`src/rtl/menu_screen_renderer.sv`:
```
// ---------------------------------------------------------------------------
// menu_screen_renderer
//
// Full-screen menu renderer placed between the VGA controller and the RGB
// pins. A background sprite held in an external synchronous ROM is upscaled
// by 2**SCALE_SHIFT. Its colour is resolved through an external palette. A
// blinking outline marks the selected item. A frame-timed fade-in / select /
// fade-out sequence drives the overall intensity.
//
// Ports
//   vga_clk, reset_n        pixel clock, async active-low reset
//   DrawX, DrawY, blank     current pixel and display enable (1 = visible)
//   btn_up/down/select      one-cycle button pulses
//   menu_start              one-cycle pulse, restarts the menu from DONE
//   rom_address / rom_q     sprite ROM port (rom_q valid 1 cycle after address)
//   pal_index / pal_*       palette lookup (combinational colour return)
//   red, green, blue        registered pixel colour, 3 cycles after DrawX/Y
//   menu_done, menu_choice  handshake to the game FSM
// ---------------------------------------------------------------------------
module menu_screen_renderer #(
  parameter int          SRC_W            = 320,
  parameter int          SRC_H            = 240,
  parameter int          SCALE_SHIFT      = 1,
  parameter int          IDX_W            = 3,
  parameter int          NUM_ITEMS        = 2,
  parameter int          ITEM_X           = 224,
  parameter int          ITEM_Y0          = 288,
  parameter int          ITEM_PITCH       = 48,
  parameter int          ITEM_W           = 192,
  parameter int          ITEM_H           = 32,
  parameter logic [11:0] HL_COLOR         = 12'hFF0,
  parameter int          BLINK_FRAMES     = 16,
  parameter int          FADE_STEP_FRAMES = 4,
  localparam int         ADDR_W           = $clog2(SRC_W*SRC_H),
  localparam int         SEL_W            = $clog2(NUM_ITEMS)
) (
  input  logic              vga_clk,
  input  logic              reset_n,
  input  logic [9:0]        DrawX,
  input  logic [9:0]        DrawY,
  input  logic              blank,
  input  logic              btn_up,
  input  logic              btn_down,
  input  logic              btn_select,
  input  logic              menu_start,
  output logic [ADDR_W-1:0] rom_address,
  input  logic [IDX_W-1:0]  rom_q,
  output logic [IDX_W-1:0]  pal_index,
  input  logic [3:0]        pal_red,
  input  logic [3:0]        pal_green,
  input  logic [3:0]        pal_blue,
  output logic [3:0]        red,
  output logic [3:0]        green,
  output logic [3:0]        blue,
  output logic              menu_done,
  output logic [SEL_W-1:0]  menu_choice
);

  localparam int FC_W = (FADE_STEP_FRAMES > 1) ? $clog2(FADE_STEP_FRAMES) : 1;
  localparam int BC_W = (BLINK_FRAMES > 1) ? $clog2(BLINK_FRAMES) : 1;

  typedef enum logic [1:0] {FADE_IN, ACTIVE, FADE_OUT, DONE} state_t;

  state_t           state, state_n;
  logic [3:0]       intensity, intensity_n;
  logic [FC_W-1:0]  frame_cnt, frame_cnt_n;
  logic [BC_W-1:0]  blink_cnt, blink_cnt_n;
  logic             blink_on, blink_on_n;
  logic [SEL_W-1:0] sel, sel_n;
  logic [SEL_W-1:0] choice_n;

  logic frame_tick;
  assign frame_tick = (DrawX == 10'd0) && (DrawY == 10'd0);

  // ---------------- S0: address generation and outline hit ----------------
  logic [9:0]        src_x_raw, src_y_raw, src_x, src_y;
  logic [ADDR_W-1:0] addr_next;
  logic [11:0]       px, py, box_top;
  logic              in_box, near_edge, hit;

  always_comb begin
    src_x_raw = DrawX >> SCALE_SHIFT;
    src_y_raw = DrawY >> SCALE_SHIFT;
    src_x     = (src_x_raw > 10'(SRC_W-1)) ? 10'(SRC_W-1) : src_x_raw;
    src_y     = (src_y_raw > 10'(SRC_H-1)) ? 10'(SRC_H-1) : src_y_raw;
    // Constant multiply by the sprite width; no divider in the path.
    addr_next = ADDR_W'(src_y) * ADDR_W'(SRC_W) + ADDR_W'(src_x);

    px        = {2'b00, DrawX};
    py        = {2'b00, DrawY};
    box_top   = 12'(ITEM_Y0) + 12'(sel) * 12'(ITEM_PITCH);
    in_box    = (px >= 12'(ITEM_X)) && (px < 12'(ITEM_X + ITEM_W)) &&
                (py >= box_top)     && (py < box_top + 12'(ITEM_H));
    // Two-pixel-thick outline band on the inside of the box.
    near_edge = (px <  12'(ITEM_X + 2)) || (px >= 12'(ITEM_X + ITEM_W - 2)) ||
                (py <  box_top + 12'd2)  || (py >= box_top + 12'(ITEM_H - 2));
    hit       = in_box && near_edge;
  end

  logic blank_s0, hit_s0, blank_s1, hit_s1;

  // NOTE: sequential state uses non-blocking assignments so every register
  // samples the pre-edge values; combinational blocks use blocking ones.
  always_ff @(posedge vga_clk or negedge reset_n) begin
    if (!reset_n) begin
      rom_address <= '0;
      blank_s0    <= 1'b0;
      hit_s0      <= 1'b0;
      blank_s1    <= 1'b0;
      hit_s1      <= 1'b0;
    end else begin
      rom_address <= addr_next;
      blank_s0    <= blank;
      hit_s0      <= hit;
      blank_s1    <= blank_s0;
      hit_s1      <= hit_s0;
    end
  end

  assign pal_index = rom_q;

  // ---------------- S2: colour select, fade, output register ---------------
  function automatic logic [3:0] sat_sub(input logic [3:0] c, input logic [3:0] d);
    return (c > d) ? (c - d) : 4'd0;
  endfunction

  logic [11:0] src_rgb;
  logic [3:0]  dim;
  logic        show_hl;

  always_comb begin
    show_hl = hit_s1 && blink_on && (state == ACTIVE);
    src_rgb = show_hl ? HL_COLOR : {pal_red, pal_green, pal_blue};
    dim     = 4'd15 - intensity;
  end

  always_ff @(posedge vga_clk or negedge reset_n) begin
    if (!reset_n) begin
      red   <= 4'd0;
      green <= 4'd0;
      blue  <= 4'd0;
    end else if (!blank_s1 || state == DONE) begin
      red   <= 4'd0;
      green <= 4'd0;
      blue  <= 4'd0;
    end else begin
      red   <= sat_sub(src_rgb[11:8], dim);
      green <= sat_sub(src_rgb[7:4],  dim);
      blue  <= sat_sub(src_rgb[3:0],  dim);
    end
  end

  // ---------------- Menu FSM ----------------
  always_ff @(posedge vga_clk or negedge reset_n) begin
    if (!reset_n) begin
      state       <= FADE_IN;
      intensity   <= 4'd0;
      frame_cnt   <= '0;
      blink_cnt   <= '0;
      blink_on    <= 1'b1;
      sel         <= '0;
      menu_choice <= '0;
    end else begin
      state       <= state_n;
      intensity   <= intensity_n;
      frame_cnt   <= frame_cnt_n;
      blink_cnt   <= blink_cnt_n;
      blink_on    <= blink_on_n;
      sel         <= sel_n;
      menu_choice <= choice_n;
    end
  end

  // NOTE: every output of this block is given its hold value first, so no
  // path through the case statement can leave one unassigned (no latches).
  always_comb begin
    state_n     = state;
    intensity_n = intensity;
    frame_cnt_n = frame_cnt;
    blink_cnt_n = blink_cnt;
    blink_on_n  = blink_on;
    sel_n       = sel;
    choice_n    = menu_choice;

    unique case (state)
      FADE_IN: begin
        if (frame_tick) begin
          if (frame_cnt == FC_W'(FADE_STEP_FRAMES - 1)) begin
            frame_cnt_n = '0;
            intensity_n = intensity + 4'd1;
            if (intensity == 4'd14) begin
              state_n     = ACTIVE;
              blink_cnt_n = '0;
              blink_on_n  = 1'b1;
            end
          end else begin
            frame_cnt_n = frame_cnt + FC_W'(1);
          end
        end
      end

      ACTIVE: begin
        if (btn_select) begin
          // Select wins over a simultaneous move and keeps the pre-move item.
          choice_n    = sel;
          state_n     = FADE_OUT;
          frame_cnt_n = '0;
        end else if (btn_up ^ btn_down) begin
          if (btn_down)
            sel_n = (sel == SEL_W'(NUM_ITEMS - 1)) ? '0 : sel + SEL_W'(1);
          else
            sel_n = (sel == '0) ? SEL_W'(NUM_ITEMS - 1) : sel - SEL_W'(1);
          // Restart the blink so the newly selected outline shows at once.
          blink_cnt_n = '0;
          blink_on_n  = 1'b1;
        end else if (frame_tick) begin
          if (blink_cnt == BC_W'(BLINK_FRAMES - 1)) begin
            blink_cnt_n = '0;
            blink_on_n  = ~blink_on;
          end else begin
            blink_cnt_n = blink_cnt + BC_W'(1);
          end
        end
      end

      FADE_OUT: begin
        if (frame_tick) begin
          if (frame_cnt == FC_W'(FADE_STEP_FRAMES - 1)) begin
            frame_cnt_n = '0;
            intensity_n = intensity - 4'd1;
            if (intensity == 4'd1) state_n = DONE;
          end else begin
            frame_cnt_n = frame_cnt + FC_W'(1);
          end
        end
      end

      DONE: begin
        if (menu_start) begin
          state_n     = FADE_IN;
          intensity_n = 4'd0;
          sel_n       = '0;
          frame_cnt_n = '0;
        end
      end

      default: state_n = FADE_IN;
    endcase
  end

  assign menu_done = (state == DONE);

endmodule

```
`config.mk`:
```
export PLATFORM = sky130hd
export DESIGN_NAME = menu_screen_renderer
export DESIGN_NICKNAME = d
export VERILOG_FILES = /design/src/rtl/menu_screen_renderer.sv
export SDC_FILE = /design/constraint.sdc
export NUM_CORES = 1
export LEC_CHECK = 0
export CAP_MARGIN = 0
export CORE_AREA = 3 3 89 91
export CTS_BUF_LIST = sky130_fd_sc_hd__clkbuf_2 sky130_fd_sc_hd__clkbuf_4 sky130_fd_sc_hd__clkbuf_8
export DETAILED_ROUTE_END_ITERATION = 8
export DIE_AREA = 0 0 92 94
export PLACE_DENSITY_LB_ADDON = 0.12
export SLEW_MARGIN = 0
export SYNTH_ARGS = -nofsm -noshare
export SYNTH_HDL_FRONTEND = slang
export SYNTH_SLANG_ARGS = --single-unit
export TNS_END_PERCENT = 5
```
`constraint.sdc`:
```
create_clock -name vga_clk -period 2.5 [get_ports vga_clk]
set_input_delay 0.25 -clock vga_clk [delete_from_list [all_inputs] [get_ports vga_clk]]
set_output_delay 0.25 -clock vga_clk [all_outputs]
set_load 0.1 [all_outputs]
```
==> results.cfg, run 1 <==
[logic_synthesis]
synth_seq_area_share_pct = 35.6
ys_ff_latch = 48
synth_top_area_share_pct = 34.9
synthesis.nets = 441
synth.largest_area_cell = dfrtp_1
synth_cells = 350
yosys-top-cells-area = dfrtp_1, ha_1, nor2_1
synthFlopType = dfrtp_1
avgSynthCellArea_sq_um = 9.64
synth_edf_count = 0
yosysMostFrequentCell = dfrtp_1
syn_area_sq_um = 3370
ys_top_cells_by_count = dfrtp_1, ha_1, nor2_1, nand2_1, o21ai_0
async_flop_share_pct = 100
yosys_warnings = 0
synthDistinctLibCells = 50

[power_and_ir_drop]
power.leakage_nw = 2.22
power_density_nw_per_um2 = 960
vdd_drop_max_uv = 394
total_power_w = 0.00452
clock_power_share_pct = 10.0
seqPwrFrac_pct = 24.9
power.switching_fraction_pct = 51.0
combPwrFrac_pct = 65.1
p_int_w = 0.00221
power.switching_w = 0.00230

[detailed_routing]
routed_wl_mm = 7.95
routed_via_density = 5.18
drtIter0Drc = 74
antenna_left = 0
wl_per_cell_um = 13.8
dr.pass1.iters = 4
vias = 2986
drc = 0

[placement]
gp_congestion = 0.905
hpwl_mm = 6.47
io_buffers = 69

[critical_path]
critical_path.cell_chain = clkdlybuf4s50_1 -> inv_1 -> nand2_2 -> buf_4 -> ha_4 -> ha_4 -> a211oi_2 -> buf_4 -> or3b_2 -> nand3_2 -> nand4_1 -> xor2_1
critical_path.max_fanout = 4
crit_family = buffers and inverters
critical_path_class = in -> reg
path_buf_inv = 4
worstPathArrival_ns = 2.59
r2r_cells = 12
startpoint_type = input pin
critPathCaptureType = flip-flop
max_stage_delay_ns = 0.47
crit_required_ns = 2.68
r2r_slack_ns = 0.16
regToRegEndpoint = red[3]
crit_path_top_delay_cell = or3b_2
worstReg2RegStart = state[1]

[timing]
setup_viol = 0
tightestPinTransition_ns = 0.612
fin_crit_sh_pct = 96.5
fin_crit_ns = 2.41
hold_violations = 0
holdWs_ns = 0.354
skew_ns = 0.0113
rsz0062_at_grt = true
relSlewSlack_pct = 58.8
timing.fmax_ghz = 0.414
slew_violations = 0

[floorplanning]
rows = 31
dieArea_sq_um = 8650
coreArea_sq_um = 7210
fp.dieH_um = 94
ios = 76
die_w_um = 92
start_util_pct = 46.8

[status]
status = complete, no violations

[layout]
n_fill_cell = 617
drive_above_1_share_pct = 28.9
ff_latch_area_sq_um = 1200
fin_nets = 568
syn_to_final_growth_pct = 39.4
multi_input_area_sq_um = 2210
diodes = 0

[clocking]
numCtsBuffers = 5
insertion_delay_ns = 0.30
clock_sink_count = 48
clockRootBuffer = clkbuf_8
cts_tree = done
clk_path_buf_depth = 2
cts.clk_slew.worst_paths_ns = 0.09
htreeDepth = 2

[job]
maxCapViolations = 0

[min_path]
hold_path_class = reg -> reg
worstHoldStart = blank_s0
holdPathEnd = blank_s1
min_path_cells = 0

[grt]
grt_first_pass_wirelength_mm = 13.3
grt_pass1_vias = 3030
grt_max_degree = 18
grtUsageTotal_pct = 19.0
gr-total-overflow = 0
antenna_found_initial = 0
[layer usage]
metal / vias to the layer above / GRT usage (%) / wire length (um)
met5: - / 0 / 0
met4: 0 / 6.68 / 112
met3: 12 / 3.61 / 408
met2: 92 / 33.8 / 4020
met1: 1384 / 23.1 / 3410
li1: 1498 / - / -
[worst reg2reg max path, delay by kind of cell (launching register included)]
family                     cells  cell delay, ns
and+or+nand+nor                2            0.13
AOI/OAI and AO/OA              4            0.70
DFF                            1            0.35
adders and majority gates      3            0.74
buffers and inverters          3            0.33
[per-stage QoR]
step,cells,utilization (%),TNS (ns),setup slack [ns],area [sq um]
floorplan,350,-,-0.0517,-0.0314,3410
global placement,564,62.3,-2.80,-0.595,4500
detailed placement,564,62.3,-3.43,-0.709,4500
CTS,577,65.0,0,0.0302,4690
global route,577,65.2,-0.000695,-0.000695,4700
finish,577,65.2,0,0.0871,4700
[layout make-up]
cell class	instances	area share, %
Sequential cell	48	25.6
Tap cell	99	2.63
Multi-Input combinational cell	280	47.0
Clock inverter	3	0.399
Timing Repair Buffer	126	21.7
Inverter	16	1.28
Clock buffer	5	1.46
[timing repair]
| action | in CTS | in global routing |
|---|---|---|
| setup endpoints to repair | 6 | 10 |
| hold endpoints to repair | 14 | 0 |
| pin swaps | 9 | 9 |
| buffers inserted | 4 | 0 |
| hold buffers | 1 | 0 |
| resized for setup | 17 | 19 |
[worst max-delay path by stage]
stage | startpoint | to | depth (start not counted)
after global routing | DrawY[6] | rom_address[16] | 13
after detailed placement | DrawY[7] | rom_address[16] | 11
final | DrawY[4] | rom_address[16] | 12
after floorplan | DrawY[5] | rom_address[16] | 10
after global placement | DrawY[7] | rom_address[16] | 11
after CTS | DrawY[5] | rom_address[16] | 12
[cells in the final DEF, fill, tap and decap left out, types with 6 or more instances in the layout]
master and n:
buf_4 85, dfrtp_1 47, ha_1 39, nor2_1 32
clkdlybuf4s50_1 32, nand2_1 23, inv_1 16, nand2b_1 16
o21ai_0 16, a21oi_1 15, nor2b_1 11, xnor2_1 10
nand3_1 8, a21o_1 7, xor2_1 7, or2_2 6
nand4_1 6
[cell families after synthesis]
| family | synth area share [%] |
|---|---|
| mux | 2.56 |
| buf+inv | 2.78 |
| flops | 35.6 |
| simple gates | 21.5 |
| fa+ha+maj | 19.3 |
| compound gates | 13.5 |
| other cells | 0.111 |
| xor+xnor | 4.67 |
[flip-flops by register name (all words and copies together) (netlist names)]
| signal | cells |
|---|---|
| menu_choice | 1 |
| state | 2 |
| hit_s1 | 1 |
| blue | 4 |
| blank_s0 | 1 |
| frame_cnt | 2 |
| blink_on | 1 |
| blink_cnt | 4 |
| blank_s1 | 1 |
| sel | 1 |
| red | 4 |
| intensity | 4 |
| rom_address | 17 |
| hit_s0 | 1 |
| green | 4 |
[power by group through the flow]
| stage | sequential, W | combinational (W) | clock [W] |
|---|---|---|---|
| final | 0.00112 | 0.00294 | 0.000453 |
| after global routing | 0.00115 | 0.00320 | 0.000494 |
| after CTS | 0.00113 | 0.00292 | 0.000466 |
| after detailed placement | 0.00114 | 0.00288 | 0 |
| after global placement | 0.00114 | 0.00280 | 0 |
| after floorplan | 0.00188 | 0.00135 | 0 |
(Power assumes the default switching activity.)
==> inputs of run 2 (changes only) <==
Settings changed: CORE_AREA 3 3 89 91 to 2 2 88 90, DIE_AREA 0 0 92 94 to 0 0 90 92.
==> results.cfg, run 2 (same netlist as run 1, synthesis figures left out) <==
[clocking]
clk_path_buf_depth = 2
cts_tree = done
clockRootBuffer = clkbuf_8
numCtsBuffers = 5
cts.clk_slew.worst_paths_ns = 0.09
clock_sink_count = 48
insertion_delay_ns = 0.30
htreeDepth = 2

[placement]
dp_slack_ns = -0.632
hpwl_mm = 5.91
io_buffers = 69
placed_cells = 566
gp_congestion = 0.870

[floorplanning]
coreArea_sq_um = 7450
start_util_pct = 45.3
dieArea_sq_um = 8280
rows = 32
die_w_um = 90
fp.dieH_um = 92
ios = 76

[layout]
largest_reg_flops = 17
stdcell_count = 578
diodes = 0
top_register = rom_address
syn_to_final_growth_pct = 40.8
postLayoutCoreUtil_pct = 63.8
drive_above_1_share_pct = 27.9
final_common_cell = buf_4
final_cell_mix = buf_4, dfrtp_1, ha_1
fin_nets = 566

[power_and_ir_drop]
power_density_nw_per_um2 = 981
vdd_drop_max_uv = 410
power.leakage_nw = 2.24

[detailed_routing]
wl_per_cell_um = 13.2
routed_wl_mm = 7.62
drc = 0
dr.pass1.iters = 4
drtIter0Drc = 57
vias = 2997
routed_via_density = 5.19
antenna_left = 0

[timing]
hold_violations = 0
slew_violations = 0
fin_crit_sh_pct = 97.9
fin_crit_ns = 2.45
tightestPinTransition_ns = 0.585
rsz0062_at_grt = true
setup_slack_ns = 0.0518
skew_ns = 0.00565
setup_viol = 0
timing.fmax_ghz = 0.408
tns_ns = 0
relSlewSlack_pct = 60.6
holdWs_ns = 0.359

[min_path]
min_path_cells = 0
worstHoldStart = blank_s0
hold_path_class = reg -> reg
holdPathEnd = blank_s1

[grt]
grt_pass1_vias = 3020
grt_max_degree = 31
antenna_found_initial = 0
grt_first_pass_wirelength_mm = 13.2
gr-total-overflow = 0
grtUsageTotal_pct = 19.3

[critical_path]
critical_path_class = in -> reg
startpoint_type = input pin
worstPathArrival_ns = 2.63
worstReg2RegStart = state[1]
r2r_cells = 11
critPathCaptureType = flip-flop
critical_path.max_fanout = 5
regToRegEndpoint = green[2]
r2r_slack_ns = 0.15
crit_required_ns = 2.69
crit_start = DrawY[5]

[job]
maxCapViolations = 0

[status]
status = complete, no violations
[run 2: changes by cell type in the layout (fill, tap and decap cells not counted), moves of 2 or more]
| cell | change |
|---|---|
| clkbuf_8 | +2 |
| clkbuf_2 | -5 |
| ha_1 | +2 |
| dlygate4sd2_1 | +4 |
| clkinv_2 | -2 |
| ha_4 | -2 |
[run 2: through the flow]
stage	cell area [sq um]	total power (W)
final	4750	0.00466
after global routing	4750	0.00500
after CTS	4660	0.00463
after detailed placement	4490	0.00399
after global placement	4490	0.00394
after floorplan	3410	0.00324
[run 2: worst max-delay path: stages]
cell	delay (ns)
dlygate4sd2_1	0.27
a41oi_4	0.29
nand2_2	0.13
buf_4	0.15
ha_1	0.31
ha_4	0.19
a211oi_2	0.25
o21ai_1	0.16
a221oi_2	0.34
nand4_1	0.15
xor2_1	0.15
[run 2: metal layers]
layer / GRT usage, % / part of all wire, % / vias to the layer above
met4: 6.03 / 1.3 / 0
met3: 3.29 / 4.3 / 10
met5: 0 / 0 / -
met2: 36.5 / 54 / 71
met1: 22.1 / 41 / 1422
li1: - / - / 1494
[run 2: how the worst max path moves through the flow]
stage                            to  slack [ns]  depth (start not counted)
floorplan           rom_address[16]       -0.03                         10
global placement    rom_address[16]       -0.54                         11
detailed placement  rom_address[16]       -0.63                         11
CTS                 rom_address[15]       0.007                         12
global route        rom_address[15]       -0.10                         11
finish              rom_address[16]        0.05                         11
[run 2: layout make-up]
type | instances | area [sq um]
Clock buffer | 7 | 96.3
Clock inverter | 1 | 30.0
Tap cell | 102 | 128
Timing Repair Buffer | 124 | 1020
Sequential cell | 48 | 1200
Fill cell | 638 | 2700
Multi-Input combinational cell | 280 | 2210
Inverter | 16 | 60.1
[run 2: timing repair]
| action | in CTS | in global routing |
|---|---|---|
| pin swaps | 8 | 8 |
| hold buffers | 1 | 0 |
| hold endpoints to repair | 18 | 0 |
| resized for setup | 13 | 15 |
| setup endpoints to repair | 4 | 13 |
| buffers inserted | 2 | 1 |
[run 2: where the power goes]
| group | switching [W] | internal, W |
|---|---|---|
| Combinational | 0.00190 | 0.00105 |
| Sequential | 0.000137 | 0.000969 |
| Clock | 0.000254 | 0.000353 |
